### src/rtl/cpu_pkg.sv
// Shared CPU constants: address/data widths, fetch FSM encoding, reset PC.
// Latency: n/a (constants only).
// Backpressure: n/a (constants only).
//
// Imported by the fetch stage and by anything that has to agree with its
// state encoding or bus widths.
package cpu_pkg;

  // Instruction memory geometry (matches instmem addIM / dataIM / outIM).
  localparam int CPU_AW = 12;
  localparam int CPU_DW = 16;

  // PC loaded on reset and every time execution is (re)started from IDLE.
  localparam logic [CPU_AW-1:0] CPU_RESET_PC = 12'h000;

  // Fetch FSM encoding.
  localparam logic [1:0] ST_IDLE = 2'd0;
  localparam logic [1:0] ST_LOAD = 2'd1;
  localparam logic [1:0] ST_RUN  = 2'd2;

endpackage : cpu_pkg

### src/rtl/inst_fetch.sv
// Fetch stage owning instmem's port: streams a program image in LOAD, fetches sequentially in RUN.
// Latency: 2 cycles from a PC on addIM to instr_valid with that word; 1 instr/cycle steady state.
// Backpressure: stall holds the whole fetch pipeline; load_ready=1 for every LOAD cycle.
//
// Ports:
//   clk, rst_n             clock (rising edge) and asynchronous active-low reset
//   load_en                request LOAD mode (wins over run_en in IDLE)
//   load_valid/load_data   program word to write; accepted whenever load_ready=1
//   load_ready             high for every cycle spent in LOAD
//   run_en                 request RUN mode; dropping it returns to IDLE
//   stall                  decode back-pressure
//   br_taken/br_target     redirect fetch; overrides stall
//   we_IM/addIM/dataIM     instmem write enable, address, write data
//   outIM                  instmem read data (synchronous read, 1-cycle)
//   instr/instr_pc         registered instruction word and its address
//   instr_valid            instr/instr_pc are meaningful
module inst_fetch
  import cpu_pkg::*;
#(
  parameter int              AW       = CPU_AW,
  parameter int              DW       = CPU_DW,
  parameter logic [AW-1:0]   RESET_PC = CPU_RESET_PC
) (
  input  logic          clk,
  input  logic          rst_n,
  input  logic          load_en,
  input  logic          load_valid,
  input  logic [DW-1:0] load_data,
  output logic          load_ready,
  input  logic          run_en,
  input  logic          stall,
  input  logic          br_taken,
  input  logic [AW-1:0] br_target,
  output logic          we_IM,
  output logic [AW-1:0] addIM,
  output logic [DW-1:0] dataIM,
  input  logic [DW-1:0] outIM,
  output logic [DW-1:0] instr,
  output logic [AW-1:0] instr_pc,
  output logic          instr_valid
);

  // FSM and pipeline state.
  //   pc_q       : next address to be issued to instmem
  //   f_pc_q     : address issued last cycle, whose word is on outIM now
  //   f_vld_q    : outIM currently carries a correct-path word
  //   load_ptr_q : next write address while loading
  logic [1:0]    state_q,       state_d;
  logic [AW-1:0] pc_q,          pc_d;
  logic [AW-1:0] f_pc_q,        f_pc_d;
  logic          f_vld_q,       f_vld_d;
  logic [AW-1:0] load_ptr_q,    load_ptr_d;
  logic [DW-1:0] instr_q,       instr_d;
  logic [AW-1:0] instr_pc_q,    instr_pc_d;
  logic          instr_valid_q, instr_valid_d;

  // ---------------------------------------------------------------------
  // Instmem port drive (combinational)
  // ---------------------------------------------------------------------
  always_comb begin
    we_IM      = 1'b0;
    load_ready = 1'b0;
    dataIM     = '0;
    addIM      = pc_q;
    case (state_q)
      ST_LOAD: begin
        load_ready = 1'b1;
        we_IM      = load_valid;
        addIM      = load_ptr_q;
        dataIM     = load_data;
      end
      ST_RUN: begin
        // A branch must present its target now so the target word is on
        // outIM next cycle. During a stall, re-reading f_pc keeps outIM
        // pinned to the word waiting to be captured once the stall lifts.
        if (br_taken) begin
          addIM = br_target;
        end else if (stall) begin
          addIM = f_pc_q;
        end else begin
          addIM = pc_q;
        end
      end
      default: begin
        addIM = pc_q;
      end
    endcase
  end

  // ---------------------------------------------------------------------
  // Next-state logic
  // ---------------------------------------------------------------------
  always_comb begin
    state_d       = state_q;
    pc_d          = pc_q;
    f_pc_d        = f_pc_q;
    f_vld_d       = f_vld_q;
    load_ptr_d    = load_ptr_q;
    instr_d       = instr_q;
    instr_pc_d    = instr_pc_q;
    instr_valid_d = instr_valid_q;

    case (state_q)
      ST_IDLE: begin
        if (load_en) begin
          state_d    = ST_LOAD;
          load_ptr_d = '0;
        end else if (run_en) begin
          state_d = ST_RUN;
          pc_d    = RESET_PC;
          f_vld_d = 1'b0;
        end
      end

      ST_LOAD: begin
        // we_IM follows load_valid even on the exit cycle, so the pointer
        // advances with every write that actually lands in instmem.
        // Natural AW-bit overflow gives the FFF -> 000 wrap.
        if (load_valid) begin
          load_ptr_d = load_ptr_q + AW'(1);
        end
        if (!load_en) begin
          state_d = ST_IDLE;
        end
      end

      ST_RUN: begin
        if (!run_en) begin
          state_d       = ST_IDLE;
          instr_valid_d = 1'b0;
          f_vld_d       = 1'b0;
        end else if (br_taken) begin
          // The word on outIM this cycle is wrong-path: drop it, leaving a
          // one-cycle bubble, and start over from the target.
          f_pc_d        = br_target;
          pc_d          = br_target + AW'(1);
          f_vld_d       = 1'b1;
          instr_valid_d = 1'b0;
        end else if (!stall) begin
          instr_d       = outIM;
          instr_pc_d    = f_pc_q;
          instr_valid_d = f_vld_q;
          f_pc_d        = pc_q;
          pc_d          = pc_q + AW'(1);
          f_vld_d       = 1'b1;
        end
      end

      default: begin
        state_d = ST_IDLE;
      end
    endcase
  end

  // ---------------------------------------------------------------------
  // State registers
  // ---------------------------------------------------------------------
  always_ff @(posedge clk or negedge rst_n) begin
    if (!rst_n) begin
      state_q       <= ST_IDLE;
      pc_q          <= RESET_PC;
      f_pc_q        <= '0;
      f_vld_q       <= 1'b0;
      load_ptr_q    <= '0;
      instr_q       <= '0;
      instr_pc_q    <= '0;
      instr_valid_q <= 1'b0;
    end else begin
      state_q       <= state_d;
      pc_q          <= pc_d;
      f_pc_q        <= f_pc_d;
      f_vld_q       <= f_vld_d;
      load_ptr_q    <= load_ptr_d;
      instr_q       <= instr_d;
      instr_pc_q    <= instr_pc_d;
      instr_valid_q <= instr_valid_d;
    end
  end

  assign instr       = instr_q;
  assign instr_pc    = instr_pc_q;
  assign instr_valid = instr_valid_q;

endmodule : inst_fetch

### config.mk
export PLATFORM = sky130hd
export DESIGN_NAME = inst_fetch
export DESIGN_NICKNAME = d
export VERILOG_FILES = /design/src/rtl/cpu_pkg.sv /design/src/rtl/inst_fetch.sv
export SDC_FILE = /design/constraint.sdc
export NUM_CORES = 1
export LEC_CHECK = 0
export ABC_AREA = 1
export CAP_MARGIN = 5
export CORE_AREA = 5 5 135 137
export CTS_CLUSTER_SIZE = 25
export DETAILED_ROUTE_END_ITERATION = 10
export DIE_AREA = 0 0 140 142
export PLACE_DENSITY = 0.48
export SLEW_MARGIN = 20
export SYNTH_ARGS = -nofsm -noshare
export SYNTH_HDL_FRONTEND = slang
export SYNTH_SLANG_ARGS = --single-unit
### constraint.sdc
create_clock -name clk -period 2.2 [get_ports clk]
set_input_delay 0.66 -clock clk [delete_from_list [all_inputs] [get_ports clk]]
set_output_delay 0.66 -clock clk [all_outputs]
set_load 0.05 [all_outputs]
==> flow_results.org <==
** Outcome
- The run finished, with violations left.
- Failing checks :: setup timing

** Critical path
- Most frequent cell on the critical path :: nand2_1
- Gate family responsible for the most delay along the worst path :: buffers and inverters
- Walking the worst path, the cells encountered are clkdlybuf4s50_1 > nand2_1 > o221ai_2 > nand2_1 > a21oi_4 > buf_12.
- The critical path is of the in -> out type.
- Data on the critical path is required at its endpoint by 1540 ps.
- Worst EP arrival :: 1720 ps
- Element type at the critical path start :: input port
- Number of buffer and inverter instances along the worst setup path :: 2
- Largest fanout on the critical path :: 2
- Crit. End Element :: primary output
- For this design, the slowest cell found on the critical path is clkdlybuf4s50_1.
- For this run, the slowest stage of the critical path takes 450 ps.

** Route
- In the routed design, unresolved DRC markers number 0.
- The routed layout has 3,859 vias.
- Drt first-iter violations :: 230
- Routed WL per cell :: 14.9 um
- The routed design has 13,200 um of wire.
- Drt via density :: 4.34
- The count of nets left with antenna violations once routing finished came out at 0.
- Before antenna repair, the detailed router went through 4 iterations.

** Synth
- Yosys warning total :: 0
- Dividing the synthesized area by the synthesized cell count gives 8.00 sq um.
- In this run the cell area of the synthesized design comes to 0.00377 sq mm.
- Number of library cell types mapped by synthesis :: 36
- The share of synthesized area in the top cell type comes to 0.451.
- Synthesis handed over a netlist of 472 instances.
- The most common cell in the synthesized netlist is nand2_1.
- The number of nets handed over by synthesis was 528.
- Synthesis-stage register bit count :: 68
- Main area contributors after synthesis :: dfrtp_1, nand2_1, inv_1
- Synth async-reset ratio :: 1.00
- Sequential element share of the synthesized area :: 0.451
- List of most frequent post-synthesis cells :: nand2_1, dfrtp_1, inv_1, nor2_1, o21ai_0
- The synthesized design contains 0 enable-type register cells.
- In the synthesized netlist the dominant register cell turns out to be dfrtp_1.
- Yosys top cell by area :: dfrtp_1

** Global routing
- The initial antenna violation count came to 0.
- In the global route stage, overall resource usage came out at 0.132.
- Busiest metal layer after global routing :: met2
- Vias in the first global route :: 3,911
- Met1 track utilization from global routing :: 0.170
- The first global-routing pass estimated 21,000 um of wire.
- For this run, global-route usage on met3 was measured as 0.0245.
- For this run, global-route usage on met2 was measured as 0.226.
- Grt total ovfl :: 0
- Maximum number of pins on one net before global-route repair :: 33

** CTS
- Counting the buffers created by CTS gives 9.
- TritonCTS built the clock tree.
- Number of H-tree levels :: 3
- Root buffer cell :: clkbuf_16
- The longest clock path from root to sink contains 2 buffers.
- Clock latency on the worst-skew pair, taken at its later pin, is 330 ps.
- TritonCTS sink count :: 68
- For this design, the CTS-stage hold fixing added 0 buffers.
- Clock-pin slew of the registers on the worst-case setup and hold paths :: 50 ps

** STA
- Dividing the final minimum period by the clock period gives 1.08.
- Pins Over Slew Limit :: 0
- Hold Worst Slack :: 312 ps
- Setup repair after global routing could not meet its margin everywhere.
- Actual slew at the worst max-slew pin :: 548 ps
- Top achievable clock speed :: 421 MHz
- Worst slew margin :: 0.635
- Setup TNS :: -3290 ps
- Final count of hold timing violations :: 0
- Worst setup skew after layout :: 7.97 ps
- Post-layout minimum cycle time :: 2380 ps
- Worst Slack Setup Final :: -177 ps
- Setup violations remaining at the end of the flow were counted as 29.

** Floorplanning
- Starting utilization of the core area :: 0.223
- Number of top-level pins :: 110
- Cell row count :: 48
- The die covers 0.0199 sq mm.
- Die width :: 140 um
- In this run the vertical extent of the chip is 142 um.
- Placeable core region :: 0.0169 sq mm

** Placement
- Detailed-placement wirelength estimate :: 9660 um
- Final weighted congestion in routability-driven placement :: 0.823
- Prior to clock tree synthesis, the placed netlist has a worst setup slack of -698 ps.
- Summing all placed instances gives a cell area of 0.00605 sq mm.
- Number of buffers added on ports :: 109

** Power
- Dividing total power by cell area gives a power density of 1430 mW/mm^2.
- VDD sags by at most 0.00117 V.
- The analysis attributes to cell leakage a power of 0.00326 uW.

** Min path
- Path type of the worst min-delay path :: in -> async

** Final layout
- The finished cells cover 0.00721 sq mm.
- Fraction of layout cells with a size suffix above 1 :: 0.430
- From synthesis to final layout, the design area changed by 90.9%.
- In the final design database the tool counted 717 nets.
- At the end of the flow the core is filled with cells to 0.425.
- The number of antenna diodes in the final layout is 0.

** Flow run
- Number of maximum-capacitance violations :: 0
## per-stage QoR
stage,power (uW),cells
floorplan,5660,472
global placement,8270,835
detailed placement,8310,835
CTS,10300,882
global route,10900,890
finish,10300,890
## power by group
part / internal [uW] / switching, uW
registers: 1700 / 276
logic: 2940 / 4090
clock network: 784 / 525
## path summary, 6_finish.rpt
check                                   from       endpoint  slack, ps  cells after the start
worst max-delay path            br_target[8]       addIM[8]       -180                      6
max in group asynchronous              rst_n  load_ptr_q[0]       1310                      2
worst min register to register   instr_pc[7]    instr_pc[7]        480                      2
worst min-delay path                   rst_n   instr_pc[11]        310                      1
worst max register to register    state_q[0]  load_ptr_q[4]        110                     13
min in group clk                 instr_pc[7]    instr_pc[7]        480                      2
## state kept, by name, summed over array words and instances (netlist names)
register,count
instr_valid,1
state_q,2
f_pc_q,12
pc_q,12
load_ptr_q,12
instr,16
instr_pc,12
f_vld_q,1
## repair_timing
item                                    4_1_cts  5_1_grt
buffers inserted                             28        8
pin swaps                                    32       34
gates cloned                                  4        1
endpoints found under the setup margin       28       38
resized for setup                            91       54
## routing by layer
layer	routed length [um]	up-vias
met2	6770	78
met3	514	9
li1	-	1911
met5	0	-
met4	133	0
met1	5810	1861
## placed cells by master, fill, tap and decap left out, types with 10 or more instances in the layout
cell	synthesis	routed
nand2_1	141	101
buf_4	1	76
dfrtp_1	68	68
clkdlybuf4s50_1	0	51
buf_12	0	43
o21ai_0	34	34
nor2_1	36	32
nand2_4	3	30
inv_1	49	29
nand2_2	12	25
a21oi_4	0	14
nand3_1	13	12
clkinvlp_4	0	11
mux2_1	10	10
clkbuf_16	0	10
## area by class of cell
class,count,area [sq um]
Multi-Input combinational cell,336,2450
Inverter,52,253
Clock inverter,4,26.3
Tap cell,225,282
Timing Repair Buffer,193,2240
Timing Repair inverter,1,8.76
Fill cell,1680,9730
Sequential cell,68,1700
Clock buffer,11,243
## worst register-to-register path, stage by stage (launching register included)
cell     delay (ps)
dfrtp_1         390
buf_4           150
ha_4            190
buf_12          160
buf_16          140
buf_4           130
inv_1            50
nand2_1          40
nand2_1          60
nand2_2         130
nor2_2          230
nand2_1         100
xor2_1          150
nor2_1           50
## logic make-up (layout without fill, tap and decap cells)
kind of cell / count (synthesis) / after routing / share of synthesized area
multiplexers: 16 / 16 / 0.0537
AND/OR/NAND/NOR: 220 / 221 / 0.255
buffers and inverters: 69 / 261 / 0.0762
AO/OA/AOI/OAI: 90 / 90 / 0.138
XOR/XNOR: 4 / 4 / 0.00928
adder cells (fa/ha/maj): 5 / 5 / 0.0166
flip-flops: 68 / 68 / 0.451
Power figures use the tool's default switching activity.
